`src/rtl/lsu_pkg.sv`:
```
// Shared definitions for the load/store unit: funct3 access encodings,
// the controller state type and the byte-strobe patterns used for stores.
package lsu_pkg;

  typedef enum logic [1:0] {
    ST_IDLE = 2'd0,
    ST_REQ  = 2'd1,
    ST_WAIT = 2'd2,
    ST_DONE = 2'd3
  } lsu_state_e;

  localparam logic [2:0] F3_B  = 3'b000;
  localparam logic [2:0] F3_H  = 3'b001;
  localparam logic [2:0] F3_W  = 3'b010;
  localparam logic [2:0] F3_BU = 3'b100;
  localparam logic [2:0] F3_HU = 3'b101;

  localparam logic [3:0] STRB_B = 4'b0001;
  localparam logic [3:0] STRB_H = 4'b0011;
  localparam logic [3:0] STRB_W = 4'b1111;

  // Only the five RV32 load/store sizes are memory operations.
  function automatic logic funct3_legal(input logic [2:0] f3);
    return (f3 == F3_B) || (f3 == F3_H) || (f3 == F3_W) ||
           (f3 == F3_BU) || (f3 == F3_HU);
  endfunction

  // Byte lanes touched by a store; halves only look at addr[1].
  function automatic logic [3:0] store_strb(input logic [2:0] f3,
                                            input logic [1:0] addr_lo);
    logic [3:0] strb;
    case (f3[1:0])
      2'b00:   strb = STRB_B << addr_lo;
      2'b01:   strb = STRB_H << {addr_lo[1], 1'b0};
      default: strb = STRB_W;
    endcase
    return strb;
  endfunction

endpackage

```
`src/rtl/lsu_load_align.sv`:
```
// Combinational load alignment: picks the addressed byte/half out of the
// returned word and sign- or zero-extends it according to funct3.
module lsu_load_align
  import lsu_pkg::*;
(
  input  logic [31:0] rdata,
  input  logic [1:0]  addr_lo,
  input  logic [2:0]  funct3,
  output logic [31:0] data
);

  logic [7:0]  byte_sel;
  logic [15:0] half_sel;

  // Lane selection followed by extension.
  always_comb begin
    case (addr_lo)
      2'd0:    byte_sel = rdata[7:0];
      2'd1:    byte_sel = rdata[15:8];
      2'd2:    byte_sel = rdata[23:16];
      default: byte_sel = rdata[31:24];
    endcase
    half_sel = addr_lo[1] ? rdata[31:16] : rdata[15:0];
    case (funct3)
      F3_B:    data = {{24{byte_sel[7]}}, byte_sel};
      F3_BU:   data = {24'd0, byte_sel};
      F3_H:    data = {{16{half_sel[15]}}, half_sel};
      F3_HU:   data = {16'd0, half_sel};
      default: data = rdata;
    endcase
  end

endmodule

```
`src/rtl/mem_lsu.sv`:
```
// Load/store unit sitting in the MEM stage. Turns the EX/MEM load/store into
// a single outstanding data-memory request and stalls the front of the
// pipeline until the access completes.
// Optional feature: define LSU_MISALIGN_TRAP_EN to trap misaligned half/word
// accesses (adds the misalign_exc output).
//
// Handshake: a request transfers on a cycle where dmem_req_valid and
// dmem_req_ready are both 1; while valid is high and ready is low every
// request field is held stable. Exactly one request is outstanding, and
// dmem_rsp_valid is only honoured while waiting for that response.
module mem_lsu
  import lsu_pkg::*;
#(
  parameter int DATA_WIDTH          = 32,
  parameter int DATA_ADDR_WIDTH     = 32,
  parameter int REGISTER_ADDR_WIDTH = 5
) (
  input  logic                           clk,
  input  logic                           rst_n,
  input  logic                           mem_read_EX_MEM_o,
  input  logic                           mem_write_EX_MEM_o,
  input  logic [2:0]                     funct3_EX_MEM_o,
  input  logic [DATA_ADDR_WIDTH-1:0]     alu_res_EX_MEM_o,
  input  logic [DATA_WIDTH-1:0]          write_data_EX_MEM_o,
  input  logic [REGISTER_ADDR_WIDTH-1:0] rd_EX_MEM_o,
  output logic                           dmem_req_valid,
  input  logic                           dmem_req_ready,
  output logic [DATA_ADDR_WIDTH-1:0]     dmem_addr,
  output logic                           dmem_we,
  output logic [3:0]                     dmem_wstrb,
  output logic [DATA_WIDTH-1:0]          dmem_wdata,
  input  logic                           dmem_rsp_valid,
  input  logic [DATA_WIDTH-1:0]          dmem_rdata,
  output logic                           lsu_stall,
  output logic                           load_valid_MEM,
  output logic [DATA_WIDTH-1:0]          load_data_MEM,
  output logic [REGISTER_ADDR_WIDTH-1:0] load_rd_MEM,
  output logic [1:0]                     state_dbg
`ifdef LSU_MISALIGN_TRAP_EN
  ,
  output logic                           misalign_exc
`endif
);

  lsu_state_e                     state_q, state_d;
  logic [DATA_ADDR_WIDTH-1:0]     addr_q, addr_d;
  logic                           we_q, we_d;
  logic [3:0]                     wstrb_q, wstrb_d;
  logic [DATA_WIDTH-1:0]          wdata_q, wdata_d;
  logic [2:0]                     f3_q, f3_d;
  logic [REGISTER_ADDR_WIDTH-1:0] rd_q, rd_d;
  logic                           load_valid_q, load_valid_d;
  logic [DATA_WIDTH-1:0]          load_data_q, load_data_d;
  logic [DATA_WIDTH-1:0]          wdata_rep;
  logic [DATA_WIDTH-1:0]          aligned_data;
  logic                           mem_op;

  assign mem_op = (mem_read_EX_MEM_o | mem_write_EX_MEM_o) &
                  funct3_legal(funct3_EX_MEM_o);

`ifdef LSU_MISALIGN_TRAP_EN
  logic misalign_q, misalign_d;
  logic misaligned;
  assign misaligned =
    ((funct3_EX_MEM_o[1:0] == 2'b01) && alu_res_EX_MEM_o[0]) ||
    ((funct3_EX_MEM_o[1:0] == 2'b10) && (alu_res_EX_MEM_o[1:0] != 2'b00));
  assign misalign_exc = misalign_q;
`endif

  // Replicate store data across the lanes so any strobe picks the right bytes.
  always_comb begin
    case (funct3_EX_MEM_o[1:0])
      2'b00:   wdata_rep = {4{write_data_EX_MEM_o[7:0]}};
      2'b01:   wdata_rep = {2{write_data_EX_MEM_o[15:0]}};
      default: wdata_rep = write_data_EX_MEM_o;
    endcase
  end

  lsu_load_align u_load_align (
    .rdata   (dmem_rdata),
    .addr_lo (addr_q[1:0]),
    .funct3  (f3_q),
    .data    (aligned_data)
  );

  // Next-state and next-output logic for the access controller.
  always_comb begin
    state_d      = state_q;
    addr_d       = addr_q;
    we_d         = we_q;
    wstrb_d      = wstrb_q;
    wdata_d      = wdata_q;
    f3_d         = f3_q;
    rd_d         = rd_q;
    load_valid_d = 1'b0;
    load_data_d  = load_data_q;
`ifdef LSU_MISALIGN_TRAP_EN
    misalign_d   = 1'b0;
`endif
    case (state_q)
      ST_IDLE: begin
        if (mem_op) begin
          addr_d  = alu_res_EX_MEM_o;
          we_d    = mem_write_EX_MEM_o;
          wstrb_d = store_strb(funct3_EX_MEM_o, alu_res_EX_MEM_o[1:0]);
          wdata_d = wdata_rep;
          f3_d    = funct3_EX_MEM_o;
          rd_d    = rd_EX_MEM_o;
`ifdef LSU_MISALIGN_TRAP_EN
          if (misaligned) begin
            state_d    = ST_DONE;
            misalign_d = 1'b1;
          end else begin
            state_d = ST_REQ;
          end
`else
          state_d = ST_REQ;
`endif
        end
      end
      ST_REQ: begin
        if (dmem_req_ready) state_d = ST_WAIT;
      end
      ST_WAIT: begin
        if (dmem_rsp_valid) begin
          state_d = ST_DONE;
          if (!we_q) begin
            load_valid_d = 1'b1;
            load_data_d  = aligned_data;
          end
        end
      end
      ST_DONE: state_d = ST_IDLE;
      default: state_d = ST_IDLE;
    endcase
  end

  // Controller state and registered outputs; reset abandons any access.
  always_ff @(posedge clk or negedge rst_n) begin
    if (!rst_n) begin
      state_q      <= ST_IDLE;
      addr_q       <= '0;
      we_q         <= 1'b0;
      wstrb_q      <= 4'b0000;
      wdata_q      <= '0;
      f3_q         <= 3'b000;
      rd_q         <= '0;
      load_valid_q <= 1'b0;
      load_data_q  <= '0;
`ifdef LSU_MISALIGN_TRAP_EN
      misalign_q   <= 1'b0;
`endif
    end else begin
      state_q      <= state_d;
      addr_q       <= addr_d;
      we_q         <= we_d;
      wstrb_q      <= wstrb_d;
      wdata_q      <= wdata_d;
      f3_q         <= f3_d;
      rd_q         <= rd_d;
      load_valid_q <= load_valid_d;
      load_data_q  <= load_data_d;
`ifdef LSU_MISALIGN_TRAP_EN
      misalign_q   <= misalign_d;
`endif
    end
  end

  assign dmem_req_valid = (state_q == ST_REQ);
  assign dmem_addr      = {addr_q[DATA_ADDR_WIDTH-1:2], 2'b00};
  assign dmem_we        = we_q;
  assign dmem_wstrb     = wstrb_q;
  assign dmem_wdata     = wdata_q;
  // Stall drops in DONE so EX/MEM advances exactly once per access.
  assign lsu_stall      = ((state_q == ST_IDLE) && mem_op) ||
                          (state_q == ST_REQ) || (state_q == ST_WAIT);
  assign load_valid_MEM = load_valid_q;
  assign load_data_MEM  = load_data_q;
  assign load_rd_MEM    = rd_q;
  assign state_dbg      = state_q;

endmodule

```
`config.mk`:
```
export PLATFORM = sky130hd
export DESIGN_NAME = mem_lsu
export DESIGN_NICKNAME = d
export VERILOG_FILES = /design/src/rtl/lsu_pkg.sv /design/src/rtl/lsu_load_align.sv /design/src/rtl/mem_lsu.sv
export SDC_FILE = /design/constraint.sdc
export NUM_CORES = 1
export LEC_CHECK = 0
export CORE_MARGIN = 1.5
export CORE_UTILIZATION = 44
export CTS_BUF_LIST = sky130_fd_sc_hd__clkbuf_8
export CTS_CLUSTER_DIAMETER = 120
export DETAILED_ROUTE_END_ITERATION = 8
export PLACE_DENSITY = 0.88
export RECOVER_POWER = 25
export SLEW_MARGIN = 20
export SYNTH_ARGS = -nofsm -noshare
export SYNTH_HDL_FRONTEND = slang
export SYNTH_SLANG_ARGS = --single-unit
```
`constraint.sdc`:
```
create_clock -name clk -period 2.1 [get_ports clk]
set_input_delay 0.21 -clock clk [delete_from_list [all_inputs] [get_ports clk]]
set_output_delay 0.21 -clock clk [all_outputs]
set_load 0.01 [all_outputs]
```
* Word-level counts from Yosys, hierarchy flattened
Index checks and enable logic that the tools add are counted.
Operators by class: shift-type cells 2, multiplexer cells 12, equality and inequality tests 16, reduce and logical (&&, ||, !) cells 15, bitwise gates (word level) 3
Operators with widths (count):
- $pmux W32 S4 | 1
- $pmux W32 S2 | 1
- $pmux W8 S3 | 1
- $mux W16 | 1
- $eq A3 B3 Y1 const B | 4
- $pmux W2 S4 | 1
- $pmux W4 S2 | 1
- $eq A2 B1 Y1 const B | 3
- $eq A2 B2 Y1 const B | 3
- $eq A3 B1 Y1 const B | 2
- $logic_not A2 Y1 | 3
- $logic_not A3 Y1 | 2
- $logic_or A1 B1 Y1 | 6
- $mux W2 | 3
- $reduce_and A3 Y1 | 2
- $ne A2 B2 Y1 const B | 2
- $shl A1 B2 Y4 const A | 1
- $shl A2 B2 Y4 const A | 1
- $eq A3 B2 Y1 const B | 1
- $mux W1 | 3
- $ne A2 B1 Y1 const B | 1
- $reduce_and A2 Y1 | 1
- $and A1 B1 Y1 | 1
- $logic_and A1 B1 Y1 | 1
- 2 further kinds | 2
Storage, ports and cells: input port bits 110, word-level logic and storage cells 57, register bits 112

* Logic depth before layout (Yosys ltp)
word-level depth 9, depth in mapped cells 8

* Hierarchy
A second synthesis with hierarchy kept.
Second synthesis, totals: cells, all modules 566, area total of the unflattened synthesis 5760.5 µm²
Modules (own cells, without submodules):
- mem_lsu | cells an instance 433, area each 4790.8 µm², times used 1
- lsu_load_align | cells an instance 133, area each 969.7 µm², times used 1

* Worst setup path before layout
No wires, ideal clock.
path type reg-to-reg, from reg state_q[0], in the netlist state_dbg[0], to reg load_data_q[21], in the netlist load_data_MEM[21], data required time 2.031 ns, arrival 1.526 ns, slack 0.505 ns, clock period less this slack 1.595 ns, cell stages (with the launch flop) 8, path through dfrtp_1 > inv_1 > ha_1 > nand3b_1 > nor3_1 > o211ai_2 > buf_2 > nand3_1
Between the ends: word-level cells in the longest chain between the ends 2
Ends and longest elaborated chain:
- start, declared | line mem_lsu.sv:45 | lsu_state_e state_q, state_d;
- start signal, assigned | line mem_lsu.sv:154 | state_q <= state_d;
- $eq A2 B2 Y1 | line mem_lsu.sv:100 | case (state_q)
- $reduce_and A3 Y1 (no source line)
- end signal, assigned | line mem_lsu.sv:162 | load_data_q <= load_data_d;
- end, declared | line mem_lsu.sv:53 | logic [DATA_WIDTH-1:0] load_data_q, load_data_d;
No other way between the ends. A chain may end at the register's enable or synchronous reset.

* Worst setup path after layout
from reg state_q[1], in the netlist state_dbg[1], to out lsu_stall
Between the ends: word-level cells in the longest chain between the ends 4, elaborated cells on any way between the ends 6, classes of those cells 2 x eq/ne; 4 x reduce/logical
Ends and longest elaborated chain:
- $logic_not A2 Y1 | line mem_lsu.sv:175 | assign lsu_stall = ((state_q == ST_IDLE) && mem_op) ||
- $logic_and A1 B1 Y1 | line mem_lsu.sv:175
- $logic_or A1 B1 Y1 | line mem_lsu.sv:175
- $logic_or A1 B1 Y1 (*) | line mem_lsu.sv:176 | (state_q == ST_REQ) || (state_q == ST_WAIT);
- end, declared | line mem_lsu.sv:34 | output logic lsu_stall,
Every way passes the cells marked *; elsewhere a longest branch is shown, timed or not.

==> metrics.txt <==
status=complete, no violations; cell with the most instances after synthesis=dfrtp_1; clock buffer count from CTS=9; register area=0.00280 mm²; CP Cell Sequence=inv_2 -> ha_2 -> nor2_1 -> nand2_1 -> clkdlybuf4s50_1; Worst R2R Start=state_dbg[0]; Hold EP=addr_q[26]; Clock Skew=0.00949 ns; Syn-to-layout area delta=43.9%; setup_tns=0 ns; Yosys reg bits=between 100 and 150; layout cells sized above 1=0.0626; Initial Util=0.458; Clock Sink Count=112; CTS tree=yes; FF-to-FF path depth=7; Final Hold Vio Count=0; period utilization=0.953; # nets final=795; register area share after synthesis=0.527; Psw=3.71 mW; worst vdd ir=0.000978 V; max cap viols=0; Post-CTS Setup Bufs=0; full die area=0.0127 mm²; Fillers=895; class of the worst hold path=in2reg; Synth area leaders=dfrtp_1 (53%), mux2_1 (12%), mux2i_1 (5.5%), buf_4 (4.8%), a21oi_1 (4.0%); Post-Syn Instances=approximately 500; residual DRC count=0; Root Driver=clkbuf_8; Max Freq=roughly 500 MHz; WL/cell=around 17 µm; crit path DAT=1.79 ns; antenna cells=0; Int Pwr=6.61 mW; hold path start=alu_res_EX_MEM_o[26]; Synth top area share=0.527; # setup viols final=0; Slowest-stage cell, CP=clkdlybuf4s50_1; I/O Pins=between 200 and 250; cell taking the most area after synthesis=dfrtp_1; WP data required=1.89 ns; Port Buffers=~220; predominant post-synthesis flop cell=dfrtp_1; Die X=113 µm; Final Instance Area=around 0.0076 mm²; Reg power frac=0.369; CORE AREA=0.0116 mm²; Worst-Skew Late Latency=0.37 ns; drt pass-1 iters=4; worst setup path category=reg2out; vias per inst=approximately 5.3; Post-synth ARST share=1.00; hpwl dp=10,700 µm; syn avg cell area=10.7 µm²; FF-to-FF setup slack=between 0.2 and 0.25 ns; antenna-violating nets left=0; crit end category=output port; GR Util All Layers=0.231; Crit Path Max Fanout=4; critical path launch point type=flip-flop; Post-synth EDFFs=0; first-pass GRT wire length=23,200 µm; min cycle time layout=2.00 ns; pin count of the biggest net entering global routing=between 80 and 90; power density over cell area=1350 mW/mm²; antenna violations before repair=0; final core occ=0.658; total placed cells including tap cells=around 800; GRT overflow=0; Combinational Power Share=0.505; vias in the first global route=around 4,600; biggest cell delay along the critical path=0.53 ns; commonest cells in the netlist=dfrtp_1 (112), mux2_1 (56), nand2_1 (54), a21oi_1 (42), nand3_1 (37); Sw Ratio=0.359; leakage=roughly 3.3 nW; chip height=113 µm; Placed Area=roughly 0.0074 mm²; Slew @ Worst Pin=0.986 ns; Slew Limit Fails=0; hold depth=2; RSZ-0062 raised after global routing=no; worst setup margin=between 0.09 and 0.1 ns; Iter 0 DRT Violations=301; Multi-input gate area=0.00213 mm²; Place WS=0.119 ns; Rel. slew slack=0.343; worst r2r dst=load_data_MEM[5]; Clock power frac=0.126; Post-Route WL=14,500 µm; YS warnings=0; delay-heaviest family, CP=buffers and inverters; Cell Area, Synth=0.00532 mm²; via count=4,417; Post-Layout Cell Count=830; Clock Pin Slew Worst Setup and Hold Paths=around 0.10 ns; CTS H-tree depth=3; clock tree buffer depth=2; Site Rows=39; RD Place Congestion=0.818; Buf/Inv on CP=2; Distinct cells, synth=31
-- sequential cells by signal, indices dropped and copies added (netlist names) --
signal          flops
state_dbg           2
load_data_MEM      32
dmem_wdata         32
dmem_wstrb          4
f3_q                3
addr_q             32
load_valid_MEM      1
load_rd_MEM         5
dmem_we             1
-- routing by layer --
layer,share of wire,up-vias,GRT usage
li1,-,2055,-
met1,0.39,2132,0.279
met2,0.50,200,0.393
met3,0.088,30,0.0605
met4,0.028,0,0.101
met5,0,-,0
-- cells by family (layout without fill, tap and decap cells) --
group                    count (synthesis)  count (layout)  share of synthesized area
AO/OA/AOI/OAI                           97              97                      0.100
AND/OR/NAND/NOR                        130             130                      0.113
adder cells (fa/ha/maj)                  3               3                    0.00706
flip-flops                             112             112                      0.527
multiplexers                            86              86                      0.175
other                                    1               2                   0.000706
buffers and inverters                   70             257                     0.0770
-- how the worst max path moves through the flow --
| stage | from | endpoint | slack, ns | cells after the start |
|---|---|---|---|---|
| 2_1_floorplan | state_dbg[0] | load_data_MEM[21] | 0.51 | 7 |
| 3_3_place_gp | funct3_EX_MEM_o[0] | lsu_stall | 0.23 | 5 |
| 3_5_place_dp | funct3_EX_MEM_o[1] | dmem_wdata[15] | 0.12 | 7 |
| 4_1_cts | state_dbg[0] | lsu_stall | 0.009 | 5 |
| 5_1_grt | state_dbg[0] | lsu_stall | 0.01 | 5 |
| 6_report | state_dbg[1] | lsu_stall | 0.1 | 5 |
-- layout by cell type, fill, tap and decap left out, types with 6 or more instances in the layout --
master,synthesis,final
nand3b_1,9,9
clkdlybuf4s50_1,0,217
a21o_1,6,6
nand2_1,54,54
clkbuf_8,0,9
buf_4,34,12
nand3_1,37,37
mux2i_1,29,29
mux2_1,56,56
dfrtp_1,112,112
o21ai_1,33,33
nor2_1,18,18
a21oi_1,42,42
o21ai_0,10,10
-- cell type report --
type | count | area share
Clock buffer | 9 | 0.0162
Clock inverter | 7 | 0.00949
Inverter | 7 | 0.00344
Multi-Input combinational cell | 318 | 0.279
Sequential cell | 112 | 0.367
Tap cell | 143 | 0.0234
Timing Repair Buffer | 234 | 0.302
-- through the flow --
step / hold WS [ns] / total power [mW]
floorplan: -0.0856 / 6.52
global placement: 0.219 / 8.83
detailed placement: 0.231 / 9.05
CTS: 0.356 / 10.4
global route: 0.409 / 11.0
finish: 0.418 / 10.3
-- power by group through the flow --
stage	clock, mW	sequential (mW)	combinational [mW]
2_1_floorplan	0	4.05	2.48
3_3_place_gp	0	3.79	5.03
3_5_place_dp	0	3.85	5.21
4_1_cts	1.33	3.81	5.27
5_1_grt	1.42	3.94	5.62
6_report	1.30	3.81	5.22
-- timing repair --
| action | in CTS | in global routing |
|---|---|---|
| endpoints found under the hold margin | 37 | 0 |
| gates resized for setup | 3 | 3 |
| endpoints found under the setup margin | 1 | 1 |
| hold buffers | 1 | 0 |
(Power assumes the default switching activity.)
